===== config.mk =====
export PLATFORM = sky130hd
export DESIGN_NAME = serial_adder
export DESIGN_NICKNAME = d
export VERILOG_FILES = /design/src/rtl/serial_adder.sv
export SDC_FILE = /design/constraint.sdc
export NUM_CORES = 1
export LEC_CHECK = 0
export ABC_AREA = 1
export CAP_MARGIN = 20
export CORE_MARGIN = 2
export CORE_UTILIZATION = 51
export CTS_CLUSTER_DIAMETER = 60
export CTS_CLUSTER_SIZE = 30
export DETAILED_ROUTE_END_ITERATION = 10
export PLACE_DENSITY = 0.78
export SLEW_MARGIN = 10
export SYNTH_ARGS = -nofsm -noshare
export SYNTH_HDL_FRONTEND = slang
export SYNTH_SLANG_ARGS = --single-unit

===== constraint.sdc =====
create_clock -name clk -period 1.4 [get_ports clk]
set_input_delay 0.21 -clock clk [delete_from_list [all_inputs] [get_ports clk]]
set_output_delay 0.21 -clock clk [all_outputs]
set_load 0.05 [all_outputs]

===== src/rtl/serial_adder.sv =====
// Bit-serial adder: one full-adder cell and a carry flop produce the sum LSB-first,
// one bit per clock, with a start/done handshake around each operation.
module serial_adder #(
    parameter int WIDTH = 8
) (
    input  logic             clk,
    input  logic             rst_n,
    input  logic             start,
    input  logic [WIDTH-1:0] a,
    input  logic [WIDTH-1:0] b,
    input  logic             cin,
    output logic             busy,
    output logic             done,
    output logic [WIDTH-1:0] sum,
    output logic             cout,
    output logic             ovf
);

    localparam int CW = $clog2(WIDTH) + 1;

    typedef enum logic [1:0] {
        IDLE = 2'd0,
        RUN  = 2'd1,
        DONE = 2'd2
    } state_t;

    state_t           state_q, state_d;
    logic [WIDTH-1:0] a_sh_q, a_sh_d;
    logic [WIDTH-1:0] b_sh_q, b_sh_d;
    logic [WIDTH-1:0] work_q, work_d;
    logic             c_q, c_d;
    logic [CW-1:0]    cnt_q, cnt_d;
    logic [WIDTH-1:0] sum_q, sum_d;
    logic             cout_q, cout_d;
    logic             ovf_q, ovf_d;

    logic s_bit;
    logic c_next;

    assign s_bit  = a_sh_q[0] ^ b_sh_q[0] ^ c_q;
    assign c_next = (a_sh_q[0] & b_sh_q[0]) | (a_sh_q[0] & c_q) | (b_sh_q[0] & c_q);

    always_ff @(posedge clk or negedge rst_n) begin
        if (!rst_n) begin
            state_q <= IDLE;
            a_sh_q  <= '0;
            b_sh_q  <= '0;
            work_q  <= '0;
            c_q     <= 1'b0;
            cnt_q   <= '0;
            sum_q   <= '0;
            cout_q  <= 1'b0;
            ovf_q   <= 1'b0;
        end else begin
            state_q <= state_d;
            a_sh_q  <= a_sh_d;
            b_sh_q  <= b_sh_d;
            work_q  <= work_d;
            c_q     <= c_d;
            cnt_q   <= cnt_d;
            sum_q   <= sum_d;
            cout_q  <= cout_d;
            ovf_q   <= ovf_d;
        end
    end

    always_comb begin
        state_d = state_q;
        a_sh_d  = a_sh_q;
        b_sh_d  = b_sh_q;
        work_d  = work_q;
        c_d     = c_q;
        cnt_d   = cnt_q;
        sum_d   = sum_q;
        cout_d  = cout_q;
        ovf_d   = ovf_q;
        case (state_q)
            IDLE: begin
                if (start) begin
                    a_sh_d  = a;
                    b_sh_d  = b;
                    c_d     = cin;
                    cnt_d   = '0;
                    state_d = RUN;
                end
            end
            RUN: begin
                a_sh_d = a_sh_q >> 1;
                b_sh_d = b_sh_q >> 1;
                // Each new bit enters at the MSB so the last bit lands the word aligned.
                work_d = {s_bit, work_q[WIDTH-1:1]};
                c_d    = c_next;
                cnt_d  = cnt_q + CW'(1);
                if (cnt_q == CW'(WIDTH - 1)) begin
                    sum_d   = work_d;
                    cout_d  = c_next;
                    ovf_d   = c_q ^ c_next;
                    state_d = DONE;
                end
            end
            DONE: begin
                state_d = IDLE;
            end
            default: begin
                state_d = IDLE;
            end
        endcase
    end

    assign busy = (state_q == RUN);
    assign done = (state_q == DONE);
    assign sum  = sum_q;
    assign cout = cout_q;
    assign ovf  = ovf_q;

endmodule


Word level (Yosys, flattened, before mapping)
Index checks and enable logic that the tools add are counted.

storage, ports and cells
  logic and storage cells = 39
  register bits after elaboration = 41
  output and inout bits = 12

cells by class
  eq/ne operators = 5
  muxes and demuxes = 11
  reductions and logical operators = 5
  bitwise logic cells = 8
  add/subtract/negate cells = 1

operators with widths
  operator                                             number
  case mux 8 bit (2 select lines)                      2
  2-to-1 mux 8 bit                                     2
  case mux 4 bit (2 select lines)                      1
  AND reduction 2 bit                                  3
  adder 4 x 1 -> 4 bit, second input constant          1
  equality test 4 x 3 -> 1 bit, second input constant  1
  2-to-1 mux 2 bit                                     2
  2-to-1 mux 4 bit                                     1
  case mux 2 bit (2 select lines)                      1
  bitwise AND 1 bit                                    3
  XOR 1 bit                                            3
  equality test 2 x 1 -> 1 bit, second input constant  1
  equality test 2 bit, second input constant           1
  logical NOT 2 bit                                    1
  != test 2 x 1 -> 1 bit, second input constant        1
  != test 2 bit, second input constant                 1
  OR 1 bit                                             2
  case mux 1 bit (2 select lines)                      1
  nonzero test 2 bit                                   1
  2-to-1 mux 1 bit                                     1

Depth between registers and ports, before layout
Gate-level depths: netlist (run 1).

  depth in word-level cells = 4
  depth in mapped cells = 6
  mapped depth without buffers = 6

Least setup slack after synthesis (run 1)
Ideal clock, no wire load.

  kind = register -> output
  start point = reg state_q[0]
  end point = out done
  cell stages (with the launch flop) = 2
  buffers on the path = 0
  required time = 1.190 ns
  setup slack = 0.083 ns
  data arrival time = 1.107 ns
  cells stage by stage = dfrtp_1 > nor2_1

between the ends
  word-level cells in the longest chain between the ends = 1

ends and longest elaborated chain
  what                    RTL line  text
  from (decl)             27        state_t state_q, state_d;
  from (signal assigned)  55        state_q <= state_d;
  equality test 2 bit     111       assign done = (state_q == DONE);
  to (decl)               13        output logic done,

Every way passes these cells.

Worst setup path in the final report (run 1)
Ends and elaborated chain as after synthesis.

==> reports/metrics.yaml, run 1 <==
timing:
  slew_headroom_pct: 68.05
  tightest_slew_ns: 0.4793
  hold_viol: 0
  report.final.slew_viol_count: 0
  setup_violations: 0
  clock_skew_ns: 0.007694
  fin_crit_ns: 1.385
  post-route-period-util_pct: 98.91
  fmax_ghz: 0.7221
  rsz0062_at_grt: "yes"
  tns_ns: 0
critical_path:
  path_class: "flop to output port"
  startpoint_type: "flop"
  cp.arrival_ns: 1.17
  required_ns: 1.19
  reg2reg_to: "ovf"
  worst_r2r_startpoint: "a_sh_q[0]"
  crit_path_end_kind: "output port"
  r2r_cells: 4
  cp_max_fo: 3
  reg2reg_slack_ns: 0.12
clock_tree:
  cts_buffers: 5
  clock_sinks: 40
  clock-root-buffer: "clkbuf_4"
  tritoncts: "yes"
  clk_latency_ns: 0.35
  clkSlewWorstSetupHoldPaths_ns: 0.12
  cts.path.max_buffers: 2
  cts_max_level: 2
logic_synthesis:
  synth_cell_types: 20
  netlist.area_leader.share_pct: 57.64
  synth_nets: 216
  syn_inst: 194
  seq_area_frac_synth_pct: 57.64
  synth_warnings: 0
  ys_ff_latch: 40
  synth.area.top_cells: "dfrtp_1, nand2_1, nand3_1, buf_6, buf_2"
  synth_area_per_cell_um2: 8.952
  netlist.top_cell.by_area: "dfrtp_1"
  netlist_area_um2: 1737
grt:
  grt_usage_pct: 21.50
  grt_antenna_before_repair: 0
  grt_pass1_wl_um: 6541
  grt_pass1_vias: 1420
  grt.overflow.total: 0
  grt_max_degree: 24
place:
  port_buffers: 31
  dpl.cell_count: 268
  gp_congestion: 0.8001
  place_hpwl_um: 2437
pwr:
  seqPwrFrac_pct: 38.0
  pwr-share-clk_pct: 10.2
  p_sw_share_pct: 42.35
  power.switching_mw: 2.295
  combinationalPowerShare_pct: 51.9
  p_leak_nw: 1.149
  vdd_drop_max_mv: 1.050
  p_int_mw: 3.124
  power-per-cell-area_nw_per_um2: 2280
layout:
  final_cells: 284
  num-nets-final: 260
  final_cell_mix: "nand2_1, nand3_1, dfrtp_1"
  antenna_cells: 0
  multi_input_area_um2: 664.4
  regArea_um2: 1002
  syn2layout_area_growth_pct: 36.82
  n_fill_cell: 254
  drive_above_1_share_pct: 18.07
  layout_commonest_cell: "nand2_1"
route:
  drt.antenna.violating_nets: 0
  num_vias: 1478
  finalWirelength_um: 3773
  wl_per_cell_um: 13.29
  vias_per_cell: 5.204
  post-route-drc-count: 0
  drtIter0Drc: 97
  firstDrtPassIters: 4
floorplanning:
  ios: 32
  fp.dieArea_um2: 3888
  die_w_um: 62.36
  core_area_um2: 3311
  fp.dieH_um: 62.36
  rows: 21
  start_util_pct: 52.46
flow_run:
  drv_cap: 0
run_status:
  status: "complete, no violations"
min_path:
  hp-class: "primary input to async pin"
## kinds of logic after synthesis
kind of cell / Yosys count / synth area share, %
xor gates and xnor gates: 1 / 0.5044
DFF: 40 / 57.64
buffers and inverters: 15 / 5.259
AOI/OAI and AO/OA: 9 / 2.738
and+or+nand+nor: 127 / 31.99
adders and majority gates: 2 / 1.873
## critical path, stage by stage (launching register included)
cell,delay (ns)
dfrtp_2,0.47
nor2_2,0.19
buf_12,0.16
## routing by layer
metal,GRT usage [%],vias up,part of all wire (%)
met2,34.24,43,49
met1,28.54,716,45
li1,-,713,-
met3,6.159,6,4.9
met4,7.222,0,1.4
met5,0,-,0
## synth_stat cells
cell and instances:
ha_1 1, o21ai_1 4, dfrtp_1 40, nand2_1 79, o21bai_1 1, o21ai_0 4
nor2_4 2, fa_1 1, nand4_1 1, nor2_1 3, xor2_1 1, nand2_2 2
nand3_1 39, nand2_4 1, buf_6 3, buf_4 1, buf_2 5, inv_4 1
inv_2 1, inv_1 4
## state kept, by name (all words and copies together) (netlist names)
name,cells
c_q,1
cout,1
state_q,2
ovf,1
b_sh_q,8
a_sh_q,8
cnt_q,4
sum,8
work_q,7
## power groups by stage
stage	Sequential (mW)	Combinational, mW	Clock (mW)
2_1_floorplan	2.42	1.13	0
3_3_place_gp	2.05	2.53	0
3_5_place_dp	2.08	2.58	0
4_1_cts	2.07	2.64	0.553
5_1_grt	2.13	3.05	0.633
6_report	2.06	2.81	0.551
## how the worst max path moves through the flow
stage	depth (start not counted)	slack, ns	start	endpoint
finish	2	0.02	state_q[0]	done
global route	4	-0.04	state_q[1]	busy
CTS	2	-0.06	state_q[0]	done
detailed placement	6	0.08	cnt_q[0]	sum[5]
global placement	6	0.13	cnt_q[0]	ovf
floorplan	1	0.08	state_q[0]	done
## layout make-up
cell class	count	area share (%)
clock buffers	6	1.738
clock inverters	1	0.2106
inverters	6	1.474
multi-input cells	140	27.96
flip-flops and latches	40	42.18
well taps	46	2.422
repair buffers	45	24.01
## metrics by stage
step / power (mW) / hold slack [ns] / instance area, um^2 / setup WS, ns / utilization (%)
after global routing: 5.810 / 0.3662 / 2376 / -0.04432 / 71.77
after detailed placement: 4.662 / 0.1962 / 2236 / 0.07935 / 67.54
after CTS: 5.263 / 0.3431 / 2312 / -0.05730 / 69.84
final: 5.418 / 0.3328 / 2376 / 0.01521 / 71.77
after floorplan: 3.543 / -0.08559 / 1737 / 0.08341 / -
after global placement: 4.573 / 0.1923 / 2236 / 0.1335 / 67.54
## repair_timing
action | in CTS | in global routing
resized for setup | 5 | 3
endpoints found under the setup margin | 2 | 12
hold buffers | 1 | 0
setup buffers | 0 | 7
cloned | 0 | 1
pin swaps | 0 | 1
hold endpoints to repair | 20 | 0
No activity file was read; power rests on OpenSTA's default activity.
==> run 2: changes to the inputs <==
PLACE_DENSITY = 0.75   (was 0.78)
==> run 2 against run 1 <==
Effect of this change:
- worst hold slack worse by 0.023 ns
- wire length down 3.0%
- largest power group unchanged
- sequential power about the same
- largest cell class unchanged
- maximum frequency up 2.7%
- highest routed layer unchanged
- setup slack better by 0.036 ns
- non-clock buffer count down 6
- clock skew up 0.0042 ns
- global-route usage down 0.68 points
==> reports/metrics.yaml, run 2 (synthesized netlist as in run 1, its figures left out) <==
run_status:
  status: "complete, no violations"
grt:
  grt.overflow.total: 0  # unchanged
  grt_pass1_wl_um: 6389  # -2.3%
  grt_usage_pct: 20.82  # -0.68 points
  grt_pass1_vias: 1443  # +1.6%
  grt_antenna_before_repair: 0  # unchanged
  grt_max_degree: 25  # +4.2%
critical_path:
  required_ns: 1.19  # about the same
  startpoint_type: "flop"
  worst_r2r_startpoint: "a_sh_q[0]"
  cp.arrival_ns: 1.14  # -0.03 ns
  cp_num_buf_inv: 2  # +1
  cp_top_family: "flip-flops"
  startpoint: "state_q[0]"
  crit_path_end_kind: "output port"
  critPathSlowestCell: "dfrtp_2"
  path_cells: "nand2_4 -> inv_8 -> buf_12"
  cp_max_fo: 4  # +1
  path_class: "flop to output port"
  slowest_delay_ns: 0.47  # about the same
layout:
  final_cell_mix: "nand2_1, nand3_1, dfrtp_1"
  antenna_cells: 0  # unchanged
  syn2layout_area_growth_pct: 35.88
  drive_above_1_share_pct: 16.74  # -1.3 points
  n_fill_cell: 277  # +9.1%
  postLayoutCellArea_um2: 2360  # -0.68%
  layout_commonest_cell: "nand2_1"
  regArea_um2: 1002  # unchanged
  multi_input_area_um2: 660.6  # -0.56%
  num-nets-final: 254  # -2.3%
pwr:
  p_total_mw: 5.474  # +1.0%
  p_leak_nw: 1.133  # -1.4%
  vdd_drop_max_mv: 1.118  # +6.5%
  power-per-cell-area_nw_per_um2: 2320  # +1.7%
route:
  drt.antenna.violating_nets: 0  # unchanged
  post-route-drc-count: 0  # unchanged
  finalWirelength_um: 3659  # -3.0%
  firstDrtPassIters: 4  # unchanged
  num_vias: 1449  # -2.0%
  wl_per_cell_um: 13.11  # -1.3%
  vias_per_cell: 5.194  # -0.21%
  drtIter0Drc: 92  # -5.2%
clock_tree:
  clock-root-buffer: "clkbuf_4"
  tritoncts: "yes"
  clk_latency_ns: 0.35  # about the same
  clkSlewWorstSetupHoldPaths_ns: 0.13  # about the same
  cts_max_level: 2  # unchanged
  cts.path.max_buffers: 2  # unchanged
  clock_sinks: 40  # unchanged
  cts_buffers: 5  # unchanged
timing:
  setup_violations: 0  # unchanged
  rsz0062_at_grt: "yes"
  fin_crit_ns: 1.349  # -0.03623 ns
  post-route-period-util_pct: 96.33  # -2.6 points
  tightest_slew_ns: 0.4225  # -0.05675 ns
  fmax_ghz: 0.7415  # +2.7%
  clock_skew_ns: 0.01192  # +0.004229 ns
  slew_headroom_pct: 71.83  # +3.8 points
  holdWs_ns: 0.3097  # -0.02310 ns
  report.final.slew_viol_count: 0  # unchanged
  hold_viol: 0  # unchanged
place:
  gp_congestion: 0.7635  # -4.6%
  port_buffers: 31  # unchanged
  dpl-instance-area_um2: 2236  # unchanged
  place_hpwl_um: 2580  # +5.8%
floorplanning:
  fp.dieArea_um2: 3888  # unchanged
  start_util_pct: 52.46  # unchanged
  fp.dieH_um: 62.36  # unchanged
  ios: 32  # unchanged
  die_w_um: 62.36  # unchanged
  core_area_um2: 3311  # unchanged
  rows: 21  # unchanged
min_path:
  hp-class: "primary input to async pin"
flow_run:
  drv_cap: 0  # unchanged
run 2: cell types whose count changed in the layout (fill, tap and decap cells not counted), sizes merged:
cell	before	now
clkbuf	6	5
clkinvlp	0	1
bufinv	0	1
buf	26	20
run 2: through the flow:
step           setup WS [ns]  cells   TNS (ns)  util, %
3_5_place_dp         0.05887    268          0    67.54
3_3_place_gp          0.1605    268          0    67.54
4_1_cts              0.03403    278          0    70.75
2_1_floorplan        0.08341    194          0        -
5_1_grt            -0.004391    279  -0.004391    71.28
6_report             0.05144    279          0    71.28
run 2: cell type report:
class	count	area share, %
Clock inverter	3	1.803
Tap cell	46	2.439
Timing Repair Buffer	39	22.43
Multi-Input combinational cell	140	28.00
Inverter	6	1.273
Clock buffer	5	1.591
Sequential cell	40	42.47
run 2: per-layer routing:
| metal | track usage, % | wire [um] | vias to the layer above |
|---|---|---|---|
| li1 | - | - | 701 |
| met1 | 26.59 | 1532 | 696 |
| met2 | 35.33 | 1880 | 44 |
| met3 | 3.623 | 175 | 8 |
| met4 | 8.611 | 70 | 0 |
| met5 | 0 | 0 | - |
run 2: power by group:
part	leakage (nW)	switching (mW)	internal [mW]
registers	0.508	0.409	1.65
logic	0.584	1.48	1.18
clock network	0.0412	0.388	0.372
total	1.13	2.27	3.20
run 2: worst paths after layout:
check | endpoint | slack (ns) | cells past startpoint
setup / recovery | busy | 0.05 | 3
hold / removal | a_sh_q[6] | 0.31 | 2
setup reg to reg | ovf | 0.10 | 4
hold reg to reg | sum[6] | 0.49 | 2
max in group asynchronous | b_sh_q[3] | 0.62 | 3
min in group clk | b_sh_q[7] | 0.40 | 3
run 2: worst register-to-register path, stage by stage, from the launching register on:
cell and delay (ns):
dfrtp_1 0.43, fa_1 0.49, xor2_1 0.18, nand2_1 0.07, nand2_1 0.04
run 2: what timing repair did:
action                                  in CTS  in global routing
gates resized for setup                      4                  4
setup buffers                                1                  0
hold endpoints to repair                    16                  0
pin swaps                                    0                  1
hold buffers                                 1                  0
endpoints found under the setup margin       2                 10
cloned                                       0                  1
